--- src/rtl/uart_pkg.sv ---
// Shared 8-N-1 UART definitions: FSM state encoding and frame/oversampling
// constants used by both the receiver and the transmitter.
package uart_pkg;

  typedef enum logic [1:0] {
    IDLE  = 2'd0,
    START = 2'd1,
    DATA  = 2'd2,
    STOP  = 2'd3
  } uart_state_e;

  localparam int         OVERSAMPLE = 16;
  localparam logic [3:0] MID_START  = 4'd7;
  localparam logic [3:0] LAST_TICK  = 4'd15;
  localparam int         DATA_BITS  = 8;

endpackage

--- src/rtl/uart_rx_tick.sv ---
// Oversampling tick generator: one-cycle strobe every DIV sysclk cycles while
// running, phase-restartable by a synchronous clear.
module uart_rx_tick #(
  parameter int DIV = 10
) (
  input  logic sysclk,
  input  logic reset,
  input  logic clear,
  input  logic run,
  output logic tick
);

  localparam int             W    = $clog2(DIV);
  localparam logic [W-1:0]   LAST = W'(DIV - 1);

  logic [W-1:0] cnt;

  always_ff @(posedge sysclk or posedge reset) begin
    if (reset)                cnt <= '0;
    else if (clear || !run)   cnt <= '0;
    else if (cnt == LAST)     cnt <= '0;
    else                      cnt <= cnt + 1'b1;
  end

  assign tick = run && (cnt == LAST);

endmodule

--- src/rtl/uart_receiver.sv ---
// 8-N-1 serial receiver with 16x oversampling, optional line-data inversion,
// one-cycle receive strobe and framing-error flag.
module uart_receiver
  import uart_pkg::*;
#(
  parameter int CLK_FREQ   = 100_000_000,
  parameter int BAUD       = 9600,
  parameter int OVERSAMPLE = 16,
  parameter int DATA_INV   = 1
) (
  input  logic       sysclk,
  input  logic       reset,
  input  logic       enable,
  input  logic       UART_RX,
  output logic [7:0] RX_DATA,
  output logic       RX_STATUS,
  output logic       busy,
  output logic       frame_err
);

  localparam int         DIV      = CLK_FREQ / (BAUD * OVERSAMPLE);
  localparam logic [2:0] LAST_BIT = 3'(DATA_BITS - 1);

  logic rx_meta, rx_s, rx_d;
  logic tick, tick_clear;

  uart_state_e state_q, state_n;
  logic [3:0]  s_cnt_q, s_cnt_n;
  logic [2:0]  bit_idx_q, bit_idx_n;
  logic [7:0]  shift_q, shift_n;
  logic [7:0]  rx_data_q, rx_data_n;
  logic        rx_status_q, rx_status_n;
  logic        frame_err_q, frame_err_n;

  // Idle-high reset values keep a spurious falling edge from appearing on release.
  // NOTE: sequential state uses non-blocking assignments so every flop samples
  // the pre-edge value of its source, which is what makes this a true 3-stage chain.
  always_ff @(posedge sysclk or posedge reset) begin
    if (reset) begin
      rx_meta <= 1'b1;
      rx_s    <= 1'b1;
      rx_d    <= 1'b1;
    end else begin
      rx_meta <= UART_RX;
      rx_s    <= rx_meta;
      rx_d    <= rx_s;
    end
  end

  uart_rx_tick #(.DIV(DIV)) u_tick (
    .sysclk (sysclk),
    .reset  (reset),
    .clear  (tick_clear),
    .run    (state_q != IDLE),
    .tick   (tick)
  );

  always_ff @(posedge sysclk or posedge reset) begin
    if (reset) begin
      state_q     <= IDLE;
      s_cnt_q     <= '0;
      bit_idx_q   <= '0;
      shift_q     <= '0;
      rx_data_q   <= '0;
      rx_status_q <= 1'b0;
      frame_err_q <= 1'b0;
    end else begin
      state_q     <= state_n;
      s_cnt_q     <= s_cnt_n;
      bit_idx_q   <= bit_idx_n;
      shift_q     <= shift_n;
      rx_data_q   <= rx_data_n;
      rx_status_q <= rx_status_n;
      frame_err_q <= frame_err_n;
    end
  end

  // NOTE: every output of this block gets a default first, so no path can
  // leave a signal unassigned and infer a latch.
  always_comb begin
    state_n     = state_q;
    s_cnt_n     = s_cnt_q;
    bit_idx_n   = bit_idx_q;
    shift_n     = shift_q;
    rx_data_n   = rx_data_q;
    rx_status_n = 1'b0;
    frame_err_n = frame_err_q;
    tick_clear  = 1'b0;

    if (!enable) begin
      state_n = IDLE;
    end else begin
      case (state_q)
        IDLE: begin
          if (rx_d && !rx_s) begin
            state_n    = START;
            s_cnt_n    = '0;
            tick_clear = 1'b1;
          end
        end
        START: begin
          if (tick) begin
            if (s_cnt_q == MID_START) begin
              s_cnt_n   = '0;
              bit_idx_n = '0;
              state_n   = rx_s ? IDLE : DATA;
            end else begin
              s_cnt_n = s_cnt_q + 4'd1;
            end
          end
        end
        DATA: begin
          if (tick) begin
            if (s_cnt_q == LAST_TICK) begin
              shift_n   = {rx_s, shift_q[7:1]};
              s_cnt_n   = '0;
              bit_idx_n = bit_idx_q + 3'd1;
              if (bit_idx_q == LAST_BIT) state_n = STOP;
            end else begin
              s_cnt_n = s_cnt_q + 4'd1;
            end
          end
        end
        STOP: begin
          if (tick) begin
            if (s_cnt_q == LAST_TICK) begin
              // Leaving at mid stop bit leaves half a bit to catch a back-to-back start.
              state_n = IDLE;
              s_cnt_n = '0;
              if (rx_s) begin
                rx_data_n   = (DATA_INV != 0) ? ~shift_q : shift_q;
                rx_status_n = 1'b1;
                frame_err_n = 1'b0;
              end else begin
                frame_err_n = 1'b1;
              end
            end else begin
              s_cnt_n = s_cnt_q + 4'd1;
            end
          end
        end
        default: state_n = IDLE;
      endcase
    end
  end

  assign RX_DATA   = rx_data_q;
  assign RX_STATUS = rx_status_q;
  assign busy      = (state_q != IDLE);
  assign frame_err = frame_err_q;

endmodule

--- config.mk ---
export PLATFORM = sky130hd
export DESIGN_NAME = uart_receiver
export DESIGN_NICKNAME = d
export VERILOG_FILES = /design/src/rtl/uart_pkg.sv /design/src/rtl/uart_rx_tick.sv /design/src/rtl/uart_receiver.sv
export SDC_FILE = /design/constraint.sdc
export NUM_CORES = 1
export LEC_CHECK = 0
export BUFFER_PORTS_ARGS = -buffer_cell sky130_fd_sc_hd__buf_2
export CAP_MARGIN = 20
export CORE_MARGIN = 3
export CORE_UTILIZATION = 46
export CTS_BUF_LIST = sky130_fd_sc_hd__clkbuf_4 sky130_fd_sc_hd__clkbuf_8
export CTS_CLUSTER_DIAMETER = 50
export DETAILED_ROUTE_END_ITERATION = 10
export PLACE_DENSITY = 0.6
export SLEW_MARGIN = 20
export SYNTH_ARGS = -nofsm -noshare
export SYNTH_HDL_FRONTEND = slang
export SYNTH_SLANG_ARGS = --single-unit
--- constraint.sdc ---
create_clock -name sysclk -period 2.2 [get_ports sysclk]
set_input_delay 0.44 -clock sysclk [delete_from_list [all_inputs] [get_ports sysclk]]
set_output_delay 0.44 -clock sysclk [all_outputs]
set_load 0.03 [all_outputs]
==> results by group <==
Final layout
  – Register area: 0.00100 mm²
  – Nets: 201
  – Antenna Cells: 0
  – Design Area, Final: 0.00223 mm²
  – Layout fillers: 319
  – Fraction of layout cells with a size suffix above 1: 26.9%
  – Area Overhead vs Synth: 16.9%
  – Multi-input gate area: 852 µm²

STA
  – Final number of max-transition violations: 0
  – Rel. slew slack: 72.0%
  – Setup tns final: 0 ns
  – Least-Margin Pin Slew: 0.419 ns
  – Fmax: 505 MHz
  – Final Cycle Share: about nine tenths
  – Final setup violation count: 0
  – Final Hold Fails: 0
  – Crit path time final: just under 2 ns
  – Clock skew: between 0.004 and 0.005 ns
  – Unrepaired setup endpoints after global routing: no

Detailed routing
  – Post-DR vias/cell: 5.32
  – DR pass1 iterations: 4
  – Post-route ant nets: 0
  – DRC: 0
  – Final WL: between 3 and 4 mm
  – Initial DRC count: slightly below 60
  – DR WL/cell: 14.0 µm
  – Via count: 1283

Critical path
  – CP peak stage delay: 0.46 ns
  – Slowest CP cell: dfrtp_1
  – Crit Path Class: reg -> reg
  – Worst reg2reg path startpoint: u_tick.cnt[2]
  – Worst setup EP type: flip-flop
  – Crit path cell chain: nor4b_4 -> nand3_2 -> buf_4 -> or3_1 -> mux2_2
  – Reg-to-reg setup timing slack: 0.22 ns
  – Worst Path Arrival: 2.16 ns
  – Critical Path RT: 2.38 ns
  – FF-to-FF End: bit_idx_q[1]
  – R2r worst-path depth: 5
  – Critical path launch point type: flip-flop
  – Critical path peak fanout: 16

Floorplan
  – # rows: 22
  – Initial Util: 49.8%
  – Die ar.: about 0.0050 mm²
  – Chip Width: 70.4 µm
  – I/O pins: 15
  – Core box area: 0.00383 mm²
  – Chip height: 70.4 µm

Pwr
  – Combinational share of power: 4.4%
  – Clock group share of total power: between 40% and 50%
  – Total leakage power: 1.09 nW
  – Max VDD drop: 0.000415 V
  – Power per cell area: 751 mW/mm²
  – Sequential share of power: 46.7%
  – Psw: between 300 and 400 µW
  – Int Power: between 1 and 1.5 mW
  – Sw frac: 19.3%

Clock network
  – CTS Sinks: 40
  – Worst skew pair latency: 0.29 ns
  – Root Driver: clkbuf_8
  – H-tree depth: 2
  – CTS tree: done
  – Clock Path Buffers: 2
  – CTS buffer count: 5
  – Post-CTS Hold Fix Bufs: 0
  – Setup Fix Bufs, Post-CTS: 0
  – # resized after CTS: 0
  – Reg clk slew, reported paths: around 0.08 ns

Synthesis
  – Synth Instances: 169
  – Yosys warns: 0
  – Most area-consuming cells after synthesis: dfrtp_1 (49%), mux2_4 (6.3%), o21ai_0 (5.0%)
  – Top cell type's share of synthesized area: roughly half
  – Flops & latches, synth: 40
  – Net Count, Synth: 178
  – Yosys cell types: slightly above 40
  – Avg Inst Size Synth: roughly 11 µm²
  – Mapped Area: 0.00191 mm²
  – Seq/Total Area, Yosys: 52.7%
  – Area leader, netlist: dfrtp_1

Place
  – GP Congestion: 0.874
  – HPWL Detailed: 2.51 mm
  – Placed Area: 0.00207 mm²
  – IO Port Bufs: 14

Global route
  – Vias in the first global route: ~1300
  – GR Util All Layers: between 10% and 20%
  – Initial antenna violation count: 0
  – Total global routing overflow: 0
  – First-pass GRT wire length: 5.96 mm
  – Largest net degree at the start of global routing: 23

Outcome
  – Outcome: finished clean

Flow run
  – Max Cap Violations: 0

Worst hold path
  – Hold WC Path Type: in -> async
[power groups by stage]
stage	Sequential, mW	Clock, mW	Combinational (mW)
finish	0.781	0.819	0.0740
global placement	0.794	0	0.0735
CTS	0.781	0.833	0.0760
global route	0.785	0.869	0.0856
detailed placement	0.795	0	0.0754
floorplan	0.785	0	0.0579
[Yosys cell counts, drive strengths merged]
| library cell | instances |
|---|---|
| dfrtp | 37 |
| o21ai | 19 |
| nor2 | 16 |
| mux2 | 14 |
| nand2 | 8 |
| nand3 | 7 |
| inv | 6 |
| clkbuf | 5 |
| ha | 5 |
| nand4 | 5 |
| nor2b | 4 |
| xnor2 | 4 |
| xor2 | 4 |
| and3b | 3 |
| dfstp | 3 |
| a21oi | 2 |
| and2 | 2 |
| nor3 | 2 |
| nor3b | 2 |
| nor4b | 2 |
| or3 | 2 |
| a2111oi | 1 |
| a22oi | 1 |
| a32o | 1 |
| and3 | 1 |
| and4 | 1 |
| buf | 1 |
| mux2i | 1 |
| nand2b | 1 |
| nand3b | 1 |
| nor4 | 1 |
| nor4bb | 1 |
| o21a | 1 |
| o21bai | 1 |
| o2bb2ai | 1 |
| or2 | 1 |
| or3b | 1 |
| or4 | 1 |
[metrics by stage]
step,std cells,hold slack [ns],setup slack [ns],util (%),total power [mW]
floorplan,169,0.345,0.167,-,0.843
global placement,233,0.345,0.0993,54.0,0.867
detailed placement,233,0.352,0.0588,54.0,0.871
CTS,241,0.175,0.0421,58.1,1.69
global route,241,0.191,0.102,58.2,1.74
finish,241,0.169,0.219,58.2,1.67
[placed cells by master, fill, tap and decap left out, types with 4 or more instances in the layout]
| master | count |
|---|---|
| buf_2 | 14 |
| mux2_4 | 8 |
| nor2_1 | 16 |
| mux2_2 | 6 |
| xor2_1 | 4 |
| buf_4 | 8 |
| clkbuf_8 | 5 |
| o21ai_0 | 19 |
| ha_1 | 5 |
| xnor2_1 | 4 |
| inv_1 | 6 |
| nand2_1 | 8 |
| nand3_1 | 6 |
| nand4_1 | 5 |
| nor2b_1 | 4 |
| dfrtp_1 | 37 |
[sequential cells by signal, indices dropped and copies added (netlist names)]
name	flops
u_tick.cnt	10
RX_DATA	8
shift_q	8
s_cnt_q	4
bit_idx_q	3
state_q	2
RX_STATUS	1
frame_err	1
rx_d	1
rx_meta	1
rx_s	1
[cell type report]
class	count	area share, %
clock inverters	3	4.04
well taps	48	2.70
inverters	6	1.01
multi-input cells	117	38.2
clock buffers	5	3.09
repair buffers	22	5.84
flip-flops and latches	40	45.1
[logic make-up (layout without fill, tap and decap cells)]
| kind of cell | after synthesis | in the layout | share of synthesized area, % |
|---|---|---|---|
| flops | 40 | 40 | 52.7 |
| compound gates | 27 | 27 | 8.14 |
| fa+ha+maj | 5 | 5 | 3.28 |
| xor+xnor | 8 | 8 | 3.68 |
| mux | 15 | 15 | 10.4 |
| simple gates | 62 | 62 | 19.0 |
| buf+inv | 12 | 36 | 2.76 |
[routing by layer]
layer	up-vias	GRT usage, %	part of all wire, %
li1	644	-	-
met1	612	19.2	46
met2	19	24.9	48
met3	8	4.89	3.6
met4	0	5.96	1.7
met5	-	0	0
[critical path: cells and delay by family, from the launching register on]
| family | cells | cell delay [ns] |
|---|---|---|
| muxes | 1 | 0.30 |
| buffers and inverters | 1 | 0.20 |
| DFF | 1 | 0.46 |
| and+or+nand+nor | 3 | 0.91 |
[worst max path at each step]
| stage | cells past startpoint | start | endpoint | slack [ns] |
|---|---|---|---|---|
| 2_1_floorplan | 5 | u_tick.cnt[4] | shift_q[0] | 0.17 |
| 5_1_grt | 5 | s_cnt_q[0] | s_cnt_q[3] | 0.10 |
| 3_5_place_dp | 4 | u_tick.cnt[2] | shift_q[2] | 0.06 |
| 3_3_place_gp | 4 | u_tick.cnt[2] | shift_q[1] | 0.1 |
| 4_1_cts | 4 | u_tick.cnt[2] | shift_q[2] | 0.04 |
| 6_report | 5 | u_tick.cnt[2] | bit_idx_q[1] | 0.22 |
Power figures use the tool's default switching activity.
